## src/rtl/load_store_unit.sv

```systemverilog
// Byte-serial load/store unit: 1/2/4-byte accesses over an 8-bit memory port, with
// sign/zero extension of loads. Defining LSU_MISALIGN_TRAP_EN makes misaligned half/word accesses errors.
module load_store_unit #(
    parameter int MEM_BYTES = 1024
) (
    input  logic        clk,
    input  logic        rst_n,
    input  logic        req_valid,
    output logic        req_ready,
    input  logic [31:0] req_addr,
    input  logic [31:0] req_wdata,
    input  logic        req_we,
    input  logic [2:0]  req_ctrl,
    output logic        rsp_valid,
    output logic [31:0] rsp_rdata,
    output logic        rsp_err,
    output logic [31:0] mem_addr,
    output logic [7:0]  mem_wdata,
    output logic        mem_we,
    input  logic [7:0]  mem_rdata
);

    typedef enum logic [1:0] {IDLE, ACCESS, RESP} state_t;

    state_t      state_q;
    logic [31:0] addr_q;
    logic [31:0] wdata_q;
    logic        we_q;
    logic [2:0]  ctrl_q;
    logic [1:0]  idx_q;
    logic [31:0] data_q;
    logic        err_q;

    // Byte count per funct3; 0 marks an unsupported encoding.
    function automatic logic [2:0] byte_count(input logic [2:0] ctrl);
        case (ctrl)
            3'b000, 3'b100: byte_count = 3'd1;
            3'b001, 3'b101: byte_count = 3'd2;
            3'b010:         byte_count = 3'd4;
            default:        byte_count = 3'd0;
        endcase
    endfunction

    logic [2:0]  req_n;
    logic [32:0] req_last;
    logic        req_misalign;
    logic        req_err_d;
    logic [1:0]  last_idx;

    always_comb begin
        req_n    = byte_count(req_ctrl);
        // 33-bit sum so addresses near 2^32 cannot wrap into range.
        req_last = {1'b0, req_addr} + {30'd0, req_n} - 33'd1;
`ifdef LSU_MISALIGN_TRAP_EN
        req_misalign = ((req_n == 3'd2) && req_addr[0]) ||
                       ((req_n == 3'd4) && (req_addr[1:0] != 2'b00));
`else
        req_misalign = 1'b0;
`endif
        req_err_d = (req_n == 3'd0) || (req_last >= 33'(MEM_BYTES)) || req_misalign;
        last_idx  = 2'(byte_count(ctrl_q) - 3'd1);
    end

    always_ff @(posedge clk or negedge rst_n) begin
        if (!rst_n) begin
            state_q <= IDLE;
            addr_q  <= '0;
            wdata_q <= '0;
            we_q    <= 1'b0;
            ctrl_q  <= '0;
            idx_q   <= '0;
            data_q  <= '0;
            err_q   <= 1'b0;
        end else begin
            case (state_q)
                IDLE: begin
                    if (req_valid) begin
                        addr_q  <= req_addr;
                        wdata_q <= req_wdata;
                        we_q    <= req_we;
                        ctrl_q  <= req_ctrl;
                        idx_q   <= '0;
                        data_q  <= '0;
                        err_q   <= req_err_d;
                        state_q <= req_err_d ? RESP : ACCESS;
                    end
                end
                ACCESS: begin
                    if (!we_q) data_q[8*idx_q +: 8] <= mem_rdata;
                    if (idx_q == last_idx) state_q <= RESP;
                    else                   idx_q   <= idx_q + 2'd1;
                end
                RESP:    state_q <= IDLE;
                default: state_q <= IDLE;
            endcase
        end
    end

    // State is forced to IDLE during reset, so only req_ready needs rst_n gating.
    assign req_ready = rst_n && (state_q == IDLE);
    assign rsp_valid = (state_q == RESP);
    assign rsp_err   = (state_q == RESP) && err_q;
    assign mem_we    = (state_q == ACCESS) && we_q;

    always_comb begin
        mem_addr  = '0;
        mem_wdata = '0;
        if (state_q == ACCESS) begin
            mem_addr  = addr_q + {30'd0, idx_q};
            mem_wdata = wdata_q[8*idx_q +: 8];
        end
    end

    always_comb begin
        rsp_rdata = '0;
        if ((state_q == RESP) && !we_q && !err_q) begin
            case (ctrl_q)
                3'b000:  rsp_rdata = {{24{data_q[7]}}, data_q[7:0]};
                3'b001:  rsp_rdata = {{16{data_q[15]}}, data_q[15:0]};
                3'b100:  rsp_rdata = {24'd0, data_q[7:0]};
                3'b101:  rsp_rdata = {16'd0, data_q[15:0]};
                default: rsp_rdata = data_q;
            endcase
        end
    end

endmodule

```

## config.mk

```make
export PLATFORM = sky130hd
export DESIGN_NAME = load_store_unit
export DESIGN_NICKNAME = d
export VERILOG_FILES = /design/src/rtl/load_store_unit.sv
export SDC_FILE = /design/constraint.sdc
export NUM_CORES = 1
export LEC_CHECK = 0
export ABC_CLOCK_PERIOD_IN_PS = 3000
export CORE_MARGIN = 4
export CORE_UTILIZATION = 53
export DETAILED_ROUTE_END_ITERATION = 12
export PLACE_DENSITY = 0.87
export SYNTH_ARGS = -nofsm -noshare
export SYNTH_HDL_FRONTEND = slang
export SYNTH_SLANG_ARGS = --single-unit
export TNS_END_PERCENT = 5
```

## constraint.sdc

```tcl
create_clock -name clk -period 3 [get_ports clk]
set_input_delay 0.6 -clock clk [delete_from_list [all_inputs] [get_ports clk]]
set_output_delay 0.6 -clock clk [all_outputs]
set_load 0.02 [all_outputs]
```

; ---- After elaboration in Yosys (flattened, before gate mapping)
; Cells that the tools add are included.
[word_totals]
reg_bits = 105
input_bits = 79
output_inout_bits = 76
[op_classes]
add_sub_neg = 6
magnitude_cmp = 1
n_eq_ne = 15
shift = 3
mux = 17
n_reduce_logical = 21
[ops]
columns = cell, n
row1 = 32-bit two-way mux, 4
row2 = 32-bit case mux with 4 select lines, 1
row3 = 32-bit case mux with 2 select lines, 1
row4 = 5-bit negator with 34-bit output, 1
row5 = "8-bit by 34-bit variable shift with 32-bit output, first input constant", 1
row6 = 8-bit by 34-bit indexed part select with 32-bit output, 1
row7 = 32-bit by 3-bit adder with 33-bit output, 1
row8 = "33-bit by 11-bit greater-or-equal comparator with 1-bit output, second input constant", 1
row9 = "33-bit by 1-bit subtractor with 33-bit output, second input constant", 1
row10 = 32-bit by 2-bit adder with 32-bit output, 1
row11 = 32-bit bitwise mux, 1
row12 = 32-bit by 6-bit indexed part select with 8-bit output, 1
row13 = "3-bit equality test, second input constant", 4
row14 = 2-bit two-way mux, 5
row15 = 3-bit logical NOT, 3
row16 = 3-bit case mux with 3 select lines, 1
row17 = 8-bit two-way mux, 1
row18 = "2-bit inequality test, second input constant", 4
row19 = 2-bit case mux with 2 select lines, 2
row20 = 2-bit OR reduction, 4
row21 = "3-bit by 1-bit equality test with 1-bit output, second input constant", 2
row22 = "3-bit by 2-bit equality test with 1-bit output, second input constant", 2
row23 = 2-bit case mux with 3 select lines, 1
row24 = 3-bit AND reduction, 2
row25 = 11 further kinds, 17

; ---- Depth between registers and ports, before layout
[logic_depth]
ltp_word = 10
ltp_mapped = 15

; ---- Worst setup path after synthesis
; OpenSTA, ideal clock, no wires.
[synth_path]
kind = input port to flip-flop
startpoint = input req_ctrl[0]
endpoint = register state_q[1]
setup_time_ns = 0.140
arrival_ns = 3.429
required_ns = 2.860
slack_ns = -0.569
cell_stages = 15
n_path_buf = 0
path_cell_list = or2_2 > ha_1 > inv_1 > ha_1 > inv_1 > fa_1 > nand2b_1 > a21oi_1 > o2111ai_2 > o21ba_2 > mux2i_1 > nand4_1 > or4_1 > nor4_2 > o22ai_1
[synth_between]
elab_chain_cells = 10
[synth_lines]
columns = item, line_no
row1 = "start, declared", 13  ; input logic [2:0] req_ctrl,
row2 = "3-bit by 1-bit equality test with 1-bit output, or another cell as far along", 36  ; case (ctrl)
row3 = 2-bit OR reduction, 36
row4 = 3-bit case mux with 3 select lines *, 36
row5 = 32-bit by 3-bit adder with 33-bit output, 53  ; req_last = {1'b0, req_addr} + {30'd0, req_n} - 33'd1;
row6 = 33-bit by 1-bit subtractor with 33-bit output, 53
row7 = 33-bit by 11-bit greater-or-equal comparator with 1-bit output, 60  ; req_err_d = (req_n == 3'd0) || (req_last >= 33'(MEM_BYTES)) || req_misalign;
row8 = 1-bit logical OR *, 60
row9 = 2-bit two-way mux *, 85  ; state_q <= req_err_d ? RESP : ACCESS;
row10 = 2-bit two-way mux *, 77  ; if (req_valid) begin
row11 = 2-bit case mux with 2 select lines *, 75  ; case (state_q)
row12 = "end signal, assigned", 85
row13 = "end, declared", 25  ; state_t state_q;
; Mark *: on every way between the ends. The rest lies on a longest branch, timed or not. The select of a mux whose other input is x is not followed.
; A chain may end at the register's enable or synchronous reset.

; ---- Worst setup path after layout
[layout_path]
startpoint = input req_addr[6]
endpoint = register state_q[1]
[layout_between]
elab_chain_cells = 7
[layout_lines]
columns = item, line_no
row1 = "start, declared", 10  ; input logic [31:0] req_addr,
row2 = 32-bit by 3-bit adder with 33-bit output, 53
row3 = 33-bit by 1-bit subtractor with 33-bit output, 53
row4 = 33-bit by 11-bit greater-or-equal comparator with 1-bit output, 60
row5 = 1-bit logical OR, 60
row6 = 2-bit two-way mux, 85
row7 = 2-bit two-way mux, 77
row8 = 2-bit case mux with 2 select lines, 75
; No other way between the ends. The select of a mux whose other input is x is not followed.

==> results by group <==
Floorplanning
  – Initial cell density of the core: 0.541
  – I/O Pins: 155
  – Die ar.: between 15,000 and 20,000 um2
  – Core Region: 13,800 um2
  – Die height: 127 um
  – Row cnt: 43
  – Chip width: between 100 and 150 um

Synth
  – Number of synthesized flops with an enable pin: 0
  – Top_reg_cell synth: dfrtp_1
  – Main combinational cell family by area after synthesis: simple AND/OR/NAND/NOR gates
  – #FFs+latches synth: approximately 110
  – Cells after Synth: roughly 960
  – Post-Synth Simple-Gate Area: 0.249
  – XOR/XNOR Fraction of Synth Area: 0.0386
  – Post-synthesis sequential area ratio: 0.351
  – Cell area after synthesis: around 7500 um2
  – Synth Area in Adders: 0.0723
  – Distinct cell type count after synthesis: 64
  – Post-synthesis async set-or-reset flop share: 1.00
  – Compound-Gate Fraction of Synth Area: 0.198
  – Mux contribution to synthesized area: 0.0336
  – Syn. warnings: 0
  – Avg Inst Size Synth: a little under 8 um2
  – Mapped Nets: between 1,000 and 1,500

Timing
  – Max Clk Rate: between 0.2 and 0.3 GHz
  – Tightest Pin Transition: 982 ps
  – Fin Clk Skew: 9.22 ps
  – Hold Fails Final Rpt: 0
  – Post-route setup slack: -382 ps
  – Final setup fails: 22
  – Final min period: approximately 3400 ps
  – Max-slew violations: 0
  – RSZ-0062 raised after global routing: yes
  – Slew HR: 0.341
  – Final period util: 1.13

Setup path
  – Startpoint type of the worst setup path: input port
  – Required time of the critical path: 3190 ps
  – Worst Path Arrival: 3570 ps
  – Worst-path fanout max: 3
  – CP cell instances: dlygate4sd2_1 > inv_1 > ha_1 > o21ai_0 > a211oi_2 > a211oi_2 > buf_4 > o21ai_2 > a31oi_2 > xnor2_1 > or4_4 > nor4_4 > buf_4 > o22ai_2
  – Critical Path Slowest Stage Cell: or4_4
  – CP endpoint kind: register
  – Buffer and inverter count on the worst path: 4
  – Top Family by Delay on Critical Path: compound AO/OA/AOI/OAI gates
  – Crit-path max cell delay: 540 ps
  – CP Class: input port to register

Route
  – Routed wire length per instance: roughly 19 um
  – Initial DRC Count: ~920
  – Post-route DRC: 0
  – Final wirelength: approximately 27 mm
  – Via/cell ratio: 5.85
  – Pre-Repair DR Iteration Count: 5
  – Number of routed nets with antenna violations: 0
  – Total vias in the final route: 8,531

CTS
  – Post-CTS Hold Buffers: 0
  – Htree depth: 3
  – CTS tree: built
  – CTS buffer count: 9
  – Clk sinks: around 110
  – Longest Clk Path Bufs: 2
  – Worst-skew pair later-pin latency: 360 ps
  – CTS clk-pin slew, worst paths: approximately 70 ps
  – Root buffer cell: clkbuf_16

GRT
  – Met1 global-route usage: 0.397
  – Vias in the first global route: 8,323
  – M2 GR Usage: 0.558
  – Initial antenna violation count: 0
  – First-pass GRT wire length: 41.7 mm
  – Largest net degree at the start of global routing: roughly 100
  – Total gr overflow: 0
  – Overall Global Routing Usage: 0.322
  – GR Layer Usage met3: 0.0598
  – Gr busiest metal: met2

Job
  – Maximum Capacitance Violations: 0

Status
  – Status: complete, but fails checks
  – Failing checks: setup timing

Pwr
  – Max VDD drop: 0.000300 V
  – PwrDens: 363 nW/um2
  – Lkg Pwr: between 5 and 6 nW

Placement
  – Placed cell count: 1,430
  – Port Buf Inserts: 154
  – Post-DP Area: 10,500 um2
  – Gpl congestion: 0.980
  – Post-DP HPWL: slightly below 20 mm

Final layout
  – Final Cell Area: approximately 11,000 um2
  – Final Non-Filler Cells: roughly 1,500
  – Layout cells sized above 1: 0.276
  – Filler cell count in the final layout: a little under 900
  – ANT cells: 0
  – Multi-input logic area: 4970 um2
  – Fin nets: roughly 1,400
  – Area Growth Syn to Fin: 51.2%
  – Reg area: 2630 um2

Worst hold path
  – Hold/Removal Path Class: input port to asynchronous set/reset pin
worst reg2reg max path, cell delays in order, from the launching register on:
cell	delay, ps
dfrtp_1	400
nand2b_1	430
o21ai_0	590
o21ai_1	430
nor2_1	640
a22o_1	280
kinds of logic (layout without fill, tap and decap cells):
kind of cell               Yosys count  in the layout
adders and majority gates           42             42
AOI/OAI and AO/OA                  242            242
DFF                                105            105
and+or+nand+nor                    410            410
buffers and inverters              110            431
muxes                               15             15
xor gates and xnor gates            33             33
report_power, final:
part	internal [W]	switching, W
Combinational	0.000661	0.000701
Sequential	0.00154	0.000112
Clock	0.000563	0.000536
per-layer routing:
layer | share of wire | up-vias
met5 | 0 | -
met1 | 0.38 | 4039
li1 | - | 3933
met4 | 0.041 | 0
met3 | 0.080 | 100
met2 | 0.49 | 459
path summary, 6_finish.rpt:
check | start | end | slack (ps) | cells past startpoint
max | req_addr[6] | state_q[1] | -380 | 14
min | rst_n | wdata_q[8] | 330 | 2
max reg2reg | state_q[1] | data_q[10] | 160 | 5
min reg2reg | wdata_q[9] | wdata_q[9] | 480 | 2
max in group asynchronous | rst_n | err_q | 1410 | 3
min in group clk | wdata_q[9] | wdata_q[9] | 480 | 2
area by class of cell:
cell class,instances,share of cell area
well taps,180,0.0199
inverters,64,0.0217
clock buffers,11,0.0206
clock inverters,4,0.00266
repair buffers,352,0.263
multi-input cells,742,0.440
flip-flops and latches,105,0.232
sequential cells by signal, summed over array words and instances (netlist names):
name	flops
data_q	32
addr_q	32
state_q	2
wdata_q	32
ctrl_q	3
err_q	1
idx_q	2
we_q	1
synthesized netlist by cell type (4+ instances only):
master | number | area share
o211ai_1 | 7 | 0.0070
mux2i_1 | 6 | 0.0080
nor2_1 | 56 | 0.028
nand2_1 | 233 | 0.12
or3_1 | 7 | 0.0059
and4_1 | 5 | 0.0059
a21oi_1 | 68 | 0.046
buf_2 | 5 | 0.0033
o21ai_1 | 9 | 0.0060
and3_1 | 11 | 0.0092
inv_1 | 64 | 0.032
clkbuf_1 | 34 | 0.017
nand2b_1 | 7 | 0.0059
ha_1 | 40 | 0.067
a22o_1 | 17 | 0.020
o21bai_1 | 4 | 0.0040
o21a_1 | 5 | 0.0050
nor2b_1 | 5 | 0.0042
a211oi_1 | 7 | 0.0070
xor2_1 | 22 | 0.026
o21ai_0 | 89 | 0.060
xnor2_1 | 11 | 0.013
a21oi_2 | 4 | 0.0047
nand3_1 | 17 | 0.011
nor3_1 | 9 | 0.0060
dfrtp_1 | 105 | 0.35
nand4_1 | 19 | 0.016
buf_1 | 4 | 0.0020
and2_1 | 23 | 0.019
mux4_2 | 8 | 0.024
stage by stage:
| step | utilization | power, W | TNS [ps] | worst slack, ps | hold slack [ps] |
|---|---|---|---|---|---|
| floorplan | - | 0.00223 | -1670 | -506 | 304 |
| global placement | 0.762 | 0.00281 | -9060 | -1270 | 453 |
| detailed placement | 0.762 | 0.00285 | -9600 | -1320 | 460 |
| CTS | 0.803 | 0.00402 | -2950 | -344 | 335 |
| global route | 0.818 | 0.00429 | -5490 | -519 | 360 |
| finish | 0.818 | 0.00411 | -3550 | -382 | 332 |
placed cells by master, fill, tap and decap left out, types with 5 or more instances in the layout:
cell type / Yosys / layout
nand2_1: 233 / 227
buf_4: 3 / 207
dfrtp_1: 105 / 105
clkdlybuf4s50_1: 0 / 100
o21ai_0: 89 / 82
inv_1: 64 / 54
a21oi_1: 68 / 53
nor2_1: 56 / 48
and2_1: 23 / 23
ha_1: 40 / 23
xor2_1: 22 / 22
dlygate4sd2_1: 0 / 21
nand4_1: 19 / 19
a22o_1: 17 / 17
nand3_1: 17 / 16
ha_4: 0 / 15
a21oi_2: 4 / 14
o21ai_1: 9 / 11
and3_1: 11 / 10
xnor2_1: 11 / 10
clkbuf_16: 0 / 9
inv_2: 0 / 8
nand2_2: 2 / 8
mux4_2: 8 / 8
buf_6: 0 / 8
or3_1: 7 / 7
o211ai_1: 7 / 7
a211oi_2: 3 / 7
nor3_1: 9 / 7
mux2i_1: 6 / 6
nor2_2: 0 / 5
a21oi_4: 0 / 5
o21a_1: 5 / 5
dlymetal6s2s_1: 0 / 5
repair_timing:
item | CTS | global route
buffers inserted | 8 | 5
gates cloned | 0 | 0
gates resized for setup | 213 | 49
pin swaps | 42 | 27
setup endpoints to repair | 54 | 40
Power figures use the tool's default switching activity.
